`src/rtl/classic_digit_serial_mul.sv`:
```
// Digit-serial WIDTH x WIDTH unsigned multiplier driving one external 2x2 multiplier cell.
// Visits every (i, j) digit pair with j inner, then shifts and accumulates the 4-bit cell products.
module classic_digit_serial_mul #(
    parameter int WIDTH = 8
) (
    input  logic               clk,
    input  logic               rst,
    input  logic               in_valid,
    output logic               in_ready,
    input  logic [WIDTH-1:0]   a,
    input  logic [WIDTH-1:0]   b,
    output logic [1:0]         pp_a,
    output logic [1:0]         pp_b,
    input  logic [3:0]         pp_out,
    output logic               out_valid,
    input  logic               out_ready,
    output logic [2*WIDTH-1:0] product,
    output logic               busy
);
    localparam int D  = WIDTH / 2;
    localparam int CW = (D > 1) ? $clog2(D) : 1;
    localparam int PW = 2 * WIDTH;
    localparam int SW = $clog2(PW);
    localparam logic [CW-1:0] LAST = CW'(D - 1);

    // Handshakes: a transfer happens on a rising edge where valid and ready are both high;
    // valid never depends on ready and the transferred data is stable while valid is high.
    typedef enum logic [1:0] {
        S_IDLE = 2'd0,
        S_RUN  = 2'd1,
        S_DONE = 2'd2
    } state_t;

    state_t          state_q, state_d;
    logic [WIDTH-1:0] a_q, a_d;
    logic [WIDTH-1:0] b_q, b_d;
    logic [CW-1:0]    i_q, i_d;
    logic [CW-1:0]    j_q, j_d;
    logic [PW-1:0]    acc_q, acc_d;
    logic [PW-1:0]    product_q, product_d;
    logic             out_valid_q, out_valid_d;

    logic [SW-1:0]    shamt;
    logic [PW-1:0]    pp_ext;
    logic [PW-1:0]    sum;

    // Weight of digit pair (i, j) is 4^(i+j); the largest shift stays below 2*WIDTH.
    always_comb begin
        shamt  = (SW'(i_q) + SW'(j_q)) << 1;
        pp_ext = PW'(pp_out);
        sum    = acc_q + (pp_ext << shamt);
    end

    always_comb begin
        state_d     = state_q;
        a_d         = a_q;
        b_d         = b_q;
        i_d         = i_q;
        j_d         = j_q;
        acc_d       = acc_q;
        product_d   = product_q;
        out_valid_d = out_valid_q;
        pp_a        = 2'b00;
        pp_b        = 2'b00;

        case (state_q)
            S_IDLE: begin
                if (in_valid) begin
                    a_d     = a;
                    b_d     = b;
                    acc_d   = '0;
                    i_d     = '0;
                    j_d     = '0;
                    state_d = S_RUN;
                end
            end
            S_RUN: begin
                pp_a  = a_q[{i_q, 1'b0} +: 2];
                pp_b  = b_q[{j_q, 1'b0} +: 2];
                acc_d = sum;
                if (j_q == LAST) begin
                    j_d = '0;
                    if (i_q == LAST) begin
                        i_d         = '0;
                        product_d   = sum;
                        out_valid_d = 1'b1;
                        state_d     = S_DONE;
                    end else begin
                        i_d = i_q + CW'(1);
                    end
                end else begin
                    j_d = j_q + CW'(1);
                end
            end
            S_DONE: begin
                if (out_ready) begin
                    out_valid_d = 1'b0;
                    state_d     = S_IDLE;
                end
            end
            default: begin
                state_d     = S_IDLE;
                out_valid_d = 1'b0;
            end
        endcase
    end

    always_ff @(posedge clk) begin
        if (rst) begin
            state_q     <= S_IDLE;
            a_q         <= '0;
            b_q         <= '0;
            i_q         <= '0;
            j_q         <= '0;
            acc_q       <= '0;
            product_q   <= '0;
            out_valid_q <= 1'b0;
        end else begin
            state_q     <= state_d;
            a_q         <= a_d;
            b_q         <= b_d;
            i_q         <= i_d;
            j_q         <= j_d;
            acc_q       <= acc_d;
            product_q   <= product_d;
            out_valid_q <= out_valid_d;
        end
    end

    assign in_ready  = (state_q == S_IDLE);
    assign busy      = (state_q != S_IDLE);
    assign out_valid = out_valid_q;
    assign product   = product_q;

endmodule

```
`config.mk`:
```
export PLATFORM = sky130hd
export DESIGN_NAME = classic_digit_serial_mul
export DESIGN_NICKNAME = d
export VERILOG_FILES = /design/src/rtl/classic_digit_serial_mul.sv
export SDC_FILE = /design/constraint.sdc
export NUM_CORES = 1
export LEC_CHECK = 0
export CAP_MARGIN = 25
export CORE_MARGIN = 5
export CORE_UTILIZATION = 40
export CTS_CLUSTER_SIZE = 40
export DETAILED_ROUTE_END_ITERATION = 10
export PLACE_DENSITY_LB_ADDON = 0.12
export SLEW_MARGIN = 40
export SYNTH_ARGS = -nofsm -noshare
export SYNTH_HDL_FRONTEND = slang
export SYNTH_SLANG_ARGS = --single-unit
export TNS_END_PERCENT = 10
```
`constraint.sdc`:
```
create_clock -name clk -period 4.3 [get_ports clk]
set_input_delay 0.86 -clock clk [delete_from_list [all_inputs] [get_ports clk]]
set_output_delay 0.86 -clock clk [all_outputs]
set_load 0.01 [all_outputs]
```
==> flow_summary.toml <==
[final_layout]
multi_input_area_um2 = 1782
synthToLayoutAreaGrowth_pct = 20.86
fillers = 727
fin_nets = 440
drive_gt1_share_pct = 5.051
n_antenna_cell = 0
fin_area_um2 = 3610
seq_area_um2 = 1101

[sta]
fin_crit_ns = 3.745
setup_tns_ns = 0
setup_viol = 0
max_freq_mhz = 267.0
rsz0062_at_grt = "false"
fin_skew_ns = 0.006375
tightest_slew_ns = 0.7982
drv_slew = 0
timing.final.hold_violations = 0
slew_headroom_pct = 46.68
post-route-period-util_pct = 87.09

[global_route]
grt_pass1_wl_mm = 12.23
antenna_found_initial = 0
overflow = 0
grt_usage_pct = 16.78
grt_max_degree = 32
grt_pass1_vias = 2562

[critical_path]
cpPeakStageDelay_ns = 0.59
critPathKind = "register to register"
crit_required_ns = 4.50
crit_fanout = 10
critPathBufInv = 1
cp_cell_sequence = "ha_1, inv_1, fa_1, nand2_1, nor2_1, ha_1, fa_1, a21o_1, a311o_1, a21boi_2, o21ai_0, xor2_1, a22o_1"
worstSetupStartpointType = "register"
crit_arrival_ns = 3.95
cp_slowest_cell = "fa_1"
cp-end-kind = "register"
critPathTopFamily = "adder cells"

[yosys]
synth_cell_types = 47
synth_top_flop_cell = "dfxtp_1"
synth_top_area_share_pct = 36.87
synthTopCellsByArea = "dfxtp_1, nand2_1, ha_1"
yosysTopAreaCell = "dfxtp_1"
netlist_area_um2 = 2987
yosysSeqAreaShare_pct = 36.87
ys_ff_latch = 55
synth_warnings = 0
synth_edf_count = 0
async_flop_share_pct = 0
syn_avg_cell_area_um2 = 8.273
syn_nets = 405
synth_cells = 361

[cts]
cts_buffer_depth = 2
cts_buffers = 5
clock_sinks = 55
cts-htree-levels = 2
hold_buffers = 0
cts_setup_buffers = 0
clock_latency_ns = 0.31
cts_tree = "yes"
ctsResizeCount = 0
root_buffer = "clkbuf_8"
path_clk_slew_ns = 0.09

[power_and_ir_drop]
max-vdd-ir-drop_v = 0.0001385
power_w = 0.001007
power_density_nw_per_um2 = 278.9
p_leak_nw = 1.455

[route]
ant_nets = 0
drc = 0
wl_met2_mm = 3.002
drt-vias-per-instance = 5.309
routed.top_layer = "met4"
wl_met1_mm = 3.756
routed-via-count = 2628
first_iter_violations = 142
met3WireLength_um = 396
drt_wl_total_mm = 7.288
wl_per_cell_um = 14.72
first_pass_iters = 4

[placed_design]
place.gp.congestion = 0.8662
post_dp_cell_area_um2 = 3505
port_buffers = 46
hpwl_mm = 5.339

[die]
die-area_um2 = 9295
core_um2 = 7253
pin_count = 47
die_h_um = 96.41
initial_core_util_pct = 41.18
die-width_um = 96.41
rows = 31

[hold_path]
min_path_type = "register to register"

[outcome]
status = "finished clean"

[job]
maxCapViolCount = 0
cells in the final DEF, fill, tap and decap left out, drive strengths merged, types with 8 or more instances in the layout:
cell and count:
ha 18, clkdlybuf4s50 45, nand2 67, dfxtp 55, a21oi 44, nor2 25, xnor2 8, a21o 9
nand3 11
metrics by stage:
| step | worst slack [ns] | util (%) | cells | hold slack [ns] |
|---|---|---|---|---|
| floorplan | 0.8759 | - | 361 | 0.4265 |
| detailed placement | 0.5826 | 48.32 | 488 | 0.4498 |
| finish | 0.5550 | 49.77 | 495 | 0.4603 |
| CTS | 0.5557 | 49.73 | 495 | 0.4629 |
| global route | 0.3061 | 49.77 | 495 | 0.4862 |
| global placement | 0.6603 | 48.32 | 488 | 0.4420 |
synthesized netlist by cell type, drive strengths merged (4+ instances only):
master  instances
nand2          67
dfxtp          55
a21oi          44
nor2           25
clkbuf         18
ha             18
nand3          11
a21o            9
xnor2           8
a22o            7
a31oi           7
nor3            7
o21ai           7
and2            6
inv             6
nand2b          6
nor2b           6
xor2            5
a211o           4
mux4            4
registers in the layout, indices dropped and copies added, names as in the netlist:
| register | flops |
|---|---|
| state_q | 2 |
| product | 16 |
| out_valid | 1 |
| acc_q | 16 |
| a_q | 8 |
| b_q | 8 |
| i_q | 2 |
| j_q | 2 |
layout make-up:
type	instances	share of cell area [%]
Clock buffer	6	2.010
Clock inverter	1	0.8319
Inverter	6	0.6239
Multi-Input combinational cell	279	49.36
Sequential cell	55	30.50
Tap cell	99	3.432
Timing Repair Buffer	49	13.24
layer usage:
| layer | vias up | track usage (%) |
|---|---|---|
| met5 | - | 0 |
| met4 | 0 | 5.023 |
| met3 | 13 | 3.950 |
| met2 | 50 | 23.69 |
| met1 | 1212 | 25.13 |
| li1 | 1353 | - |
worst min-delay path, stage by stage, from the launching register on:
cell	delay (ns)
dfxtp_1	0.32
nand2_1	0.05
a21oi_1	0.05
report_power, final:
group	switching, W	internal, W
sequential	0.0000101	0.000523
combinational	0.0000770	0.0000607
clock	0.000164	0.000171
cell families after synthesis:
logic type | after synthesis | synth area share, %
multiplexers | 7 | 4.064
flip-flops | 55 | 36.87
buffers and inverters | 27 | 3.561
adder cells (fa/ha/maj) | 20 | 8.882
XOR/XNOR | 13 | 3.812
AND/OR/NAND/NOR | 141 | 21.66
AO/OA/AOI/OAI | 98 | 21.16
path summary, 6_finish.rpt:
| path | slack, ns | startpoint | depth (start not counted) | end |
|---|---|---|---|---|
| worst max register to register | 0.56 | j_q[0]$_SDFFE_PP0P_ | 13 | acc_q[12]$_SDFFE_PP0P_ |
| worst max-delay path | 0.56 | j_q[0]$_SDFFE_PP0P_ | 13 | acc_q[12]$_SDFFE_PP0P_ |
| worst min register to register | 0.46 | a_q[2]$_SDFFE_PP0P_ | 2 | a_q[2]$_SDFFE_PP0P_ |
| worst min-delay path | 0.46 | a_q[2]$_SDFFE_PP0P_ | 2 | a_q[2]$_SDFFE_PP0P_ |
(Power assumes the default switching activity.)
